`config.mk`:
```
export PLATFORM = sky130hd
export DESIGN_NAME = latch_wr_ctrl
export DESIGN_NICKNAME = d
export VERILOG_FILES = /design/src/rtl/latch_wr_ctrl.sv
export SDC_FILE = /design/constraint.sdc
export NUM_CORES = 1
export LEC_CHECK = 0
export ABC_AREA = 1
export CAP_MARGIN = 20
export CORE_AREA = 5 5 68 45
export DETAILED_ROUTE_END_ITERATION = 7
export DIE_AREA = 0 0 73 50
export PLACE_DENSITY = 0.8
export SLEW_MARGIN = 5
export SYNTH_ARGS = -nofsm -noshare
export SYNTH_HDL_FRONTEND = slang
export SYNTH_SLANG_ARGS = --single-unit
```
`constraint.sdc`:
```
create_clock -name clk -period 2.1 [get_ports clk]
set_input_delay 0.42 -clock clk [delete_from_list [all_inputs] [get_ports clk]]
set_output_delay 0.42 -clock clk [all_outputs]
set_load 0.005 [all_outputs]
```
`src/rtl/latch_wr_ctrl.sv`:
```
// Write-side sequencer for gated D-latch banks: setup / wen pulse / hold around each word write.
// Optional macro LATCH_WR_READBACK_EN adds rb_q and a readback compare folded into done_err.
module latch_wr_ctrl #(
   parameter int DW        = 8,
   parameter int NWORDS    = 4,
   parameter int AW        = 2,
   parameter int SETUP_CYC = 1,
   parameter int PULSE_CYC = 1,
   parameter int HOLD_CYC  = 1
) (
   input  logic              clk,
   input  logic              rst_n,
   input  logic              req_valid,
   output logic              req_ready,
   input  logic [AW-1:0]     req_addr,
   input  logic [DW-1:0]     req_data,
   output logic [DW-1:0]     wr_d,
   output logic [NWORDS-1:0] wr_wen,
   output logic              busy,
   output logic              done,
   output logic              done_err
`ifdef LATCH_WR_READBACK_EN
   ,
   input  logic [DW-1:0]     rb_q
`endif
);

   typedef enum logic [2:0] {IDLE, SETUP, PULSE, HOLD, DONE} state_t;

   localparam logic [3:0] SETUP_LD = 4'(SETUP_CYC - 1);
   localparam logic [3:0] PULSE_LD = 4'(PULSE_CYC - 1);
   localparam logic [3:0] HOLD_LD  = 4'(HOLD_CYC - 1);

   state_t            state_q, state_d;
   logic [3:0]        cnt_q, cnt_d;
   logic [AW-1:0]     addr_q, addr_d;
   logic [DW-1:0]     wr_d_q, wr_d_d;
   logic [NWORDS-1:0] wen_q, wen_d;
   logic              ready_q, ready_d;
   logic              busy_q, busy_d;
   logic              done_q, done_d;
   logic              err_q, err_d;

   logic              oor;
   logic [NWORDS-1:0] onehot;
   logic              err_flag;

   // An out-of-range address decodes to no enable at all, so the timing runs with wen idle.
   always_comb begin
      oor    = int'(addr_q) >= NWORDS;
      onehot = '0;
      for (int i = 0; i < NWORDS; i++) onehot[i] = (int'(addr_q) == i);
`ifdef LATCH_WR_READBACK_EN
      err_flag = oor || (rb_q != wr_d_q);
`else
      err_flag = oor;
`endif
   end

   always_comb begin
      state_d = state_q;
      cnt_d   = cnt_q;
      addr_d  = addr_q;
      wr_d_d  = wr_d_q;
      wen_d   = wen_q;
      done_d  = 1'b0;
      err_d   = 1'b0;
      case (state_q)
         IDLE: begin
            if (req_valid) begin
               addr_d  = req_addr;
               wr_d_d  = req_data;
               cnt_d   = SETUP_LD;
               state_d = SETUP;
            end
         end
         SETUP: begin
            if (cnt_q == '0) begin
               wen_d   = onehot;
               cnt_d   = PULSE_LD;
               state_d = PULSE;
            end else begin
               cnt_d = cnt_q - 4'd1;
            end
         end
         PULSE: begin
            if (cnt_q == '0) begin
               wen_d   = '0;
               cnt_d   = HOLD_LD;
               state_d = HOLD;
            end else begin
               cnt_d = cnt_q - 4'd1;
            end
         end
         HOLD: begin
            if (cnt_q == '0) begin
               done_d  = 1'b1;
               err_d   = err_flag;
               state_d = DONE;
            end else begin
               cnt_d = cnt_q - 4'd1;
            end
         end
         DONE:    state_d = IDLE;
         default: state_d = IDLE;
      endcase
      // Status flags follow the next state so they stay registered.
      ready_d = (state_d == IDLE);
      busy_d  = (state_d != IDLE);
   end

   always_ff @(posedge clk or negedge rst_n) begin
      if (!rst_n) begin
         state_q <= IDLE;
         cnt_q   <= '0;
         addr_q  <= '0;
         wr_d_q  <= '0;
         wen_q   <= '0;
         ready_q <= 1'b1;
         busy_q  <= 1'b0;
         done_q  <= 1'b0;
         err_q   <= 1'b0;
      end else begin
         state_q <= state_d;
         cnt_q   <= cnt_d;
         addr_q  <= addr_d;
         wr_d_q  <= wr_d_d;
         wen_q   <= wen_d;
         ready_q <= ready_d;
         busy_q  <= busy_d;
         done_q  <= done_d;
         err_q   <= err_d;
      end
   end

   assign req_ready = ready_q;
   assign busy      = busy_q;
   assign done      = done_q;
   assign done_err  = err_q;
   assign wr_d      = wr_d_q;
   assign wr_wen    = wen_q;

endmodule

```
==> reports/qor.txt <==
status: finished clean
fraction of layout cells with a size suffix above 1: 0.161
xor and xnor area share after synthesis: 0.00763
top-count cell post-synth: nand2_1
first-pass GRT wire length: 3920 um
core area: 2380 um2
total grt overflow: 0
CTS tree: done
drt pass-1 iters: 4
routed wl met3: 144 um
antenna violations before repair: 0
Arrival @ worst endpoint: 1.27 ns
Antenna Nets Post-Route: 0
Net Count, Synth: 146
clock sinks: 24
total CTS buffers: 3
Die ar.: 3650 um2
ys async rst share: 1.00
critical path type: flop to output pin
# diodes: 0
CP max stage delay: 0.52 ns
worst hold slack: 0.475 ns
WP depth: 1
Synth Instances: 131
crit-path max FO: 1
Worst Path Buf+Inv: 1
RSZ-0062 raised after global routing: false
Global Route Usage Sum: 0.138
cell taking the most area after synthesis: dfrtp_1
largest family of logic cells by synthesized area: simple AND/OR/NAND/NOR gates
synthesis-to-finish area growth: 30.9%
vias per cell: 4.86
synthesized area: 1150 um2
CP max-delay cell: dfstp_2
GPL Wtd Cong: 0.774
EDFF count, synth: 0
R2R depth: 6
met1 wire length: 1040 um
simple-gate share of the synthesized area: 0.324
final setup margin: 0.411 ns
skew final: 0.00517 ns
CP endpoint kind: output pin
DIE HEIGHT: 50 um
adder-cell area share of the yosys netlist: 0.0218
mux cell area share after synthesis: 0
largest cells by area after synthesis: dfrtp_1 50%, nand2_1 15%, nand3_1 4.4%
Reg area: 602 um2
Yosys top cell area share: 0.502
Final Cycle Share: 0.804
Die X: 73 um
# hold bufs at CTS: 0
max layer used: met4
Fin. Hold Viols: 0
Final min period: 1.69 ns
CP Data Required Time: 1.68 ns
Post-CTS Setup Inserts: 0
I/O Pins: 29
clock latency on the worst-skew pair: 0.26 ns
f_max: 592 MHz
P per Cell Area: 1520 nW/um2
Seq/Total Area, Yosys: 0.525
vias in the first global route: 898
cell chain of the critical path: clkdlybuf4s50_1
max-slew violations: 0
count of unique library cells instantiated by Yosys: 26
synth cell count leaders: 46 x nand2_1, 23 x dfrtp_1, 10 x inv_1, 10 x nand3_1, 6 x nor2_1
Routed wire per std cell: 11.9 um
register bit total from synthesis: 24
PortBufs: 27
Synth Area in Compound Gates: 0.0480
DRT Wirelength: 2300 um
Hold WC Path Type: flop to flop
post-route setup TNS: 0 ns
multi-input combinational cell area: 464 um2
maximum clock path buffer count: 2
initial core utilization: 0.482
vias: 938
DP Worst Slack: 0.484 ns
Leakage: 0.747 nW
yosys warns: 0
CTS Root Cell: clkbuf_8
H-tree levels: 1
# fillers: 208
WHS Path Cells: 2
placed wire-length estimate: 1780 um
post-CTS sizing: 0
largest net degree at the start of global routing: 25
total power: 2.28 mW
CP Launch Type: flop
VDD IR-drop max: 0.757 mV
dpl cells: 189
Post-route DRC: 0
met2 WL: 1110 um
Reg clk slew, reported paths: 0.08 ns
syn_area_per_cell: 8.76 um2
Setup Viol. Count Final: 0
Total Nets Final: 177
Synth Flop Type: dfrtp_1
Top Family by Delay on Critical Path: flip-flops
DRT iter0 DRCs: 41
Site Rows: 14
MaxCap Viol Count: 0
Finished Layout Cells: 193
==> state kept, by name, indices dropped and copies added (netlist names) <==
signal	cells
done	1
wr_d	8
busy	1
cnt_q	4
state_q	3
addr_q	2
wr_wen	4
req_ready	1
==> path summary, 6_finish.rpt <==
kind	startpoint	to	slack, ns
setup / recovery	req_ready	req_ready	0.41
hold / removal	wr_d[6]	wr_d[6]	0.48
setup reg to reg	state_q[2]	wr_d[3]	0.66
hold reg to reg	wr_d[6]	wr_d[6]	0.48
max in group asynchronous	rst_n	req_ready	1.29
min in group asynchronous	rst_n	wr_wen[0]	0.51
==> tightest hold or removal path: stages (launching register included) <==
cell,delay [ns]
dfrtp_1,0.35
nand2_1,0.05
nand2_1,0.04
==> cell usage in the layout, fill, tap and decap left out, types with 3 or more instances in the layout <==
cell,count
nand2_1,46
a21oi_1,3
nand2_2,3
nand3_1,10
nor2_2,3
nor2_1,6
clkbuf_8,4
dfrtp_1,23
clkdlybuf4s50_1,27
inv_2,5
inv_1,10
==> cells by family (layout without fill, tap and decap cells) <==
logic type	Yosys count	in the layout
xor+xnor	1	1
other cells	1	1
flops	24	24
fa+ha+maj	2	2
buf+inv	18	48
simple gates	76	76
compound gates	9	9
==> layer usage <==
metal | global-route usage | up-vias
met5 | 0 | -
li1 | - | 471
met2 | 0.227 | 27
met1 | 0.179 | 438
met3 | 0.0507 | 2
met4 | 0.0123 | 0
==> layout make-up <==
| cell class | instances | share of cell area |
|---|---|---|
| repair buffers | 28 | 0.185 |
| well taps | 32 | 0.0267 |
| multi-input cells | 89 | 0.309 |
| clock buffers | 4 | 0.0367 |
| inverters | 16 | 0.0417 |
| flip-flops and latches | 24 | 0.401 |
==> metrics by stage <==
stage	utilization	cell area, um2
2_1_floorplan	-	1150
3_3_place_gp	0.607	1450
3_5_place_dp	0.607	1450
4_1_cts	0.630	1500
5_1_grt	0.630	1500
6_report	0.630	1500
==> where the power goes <==
group	total [mW]	switching (mW)	internal (mW)
Sequential	0.813	0.136	0.677
Clock	0.304	0.137	0.167
Combinational	1.16	0.637	0.528
No activity file was read; power rests on OpenSTA's default activity.
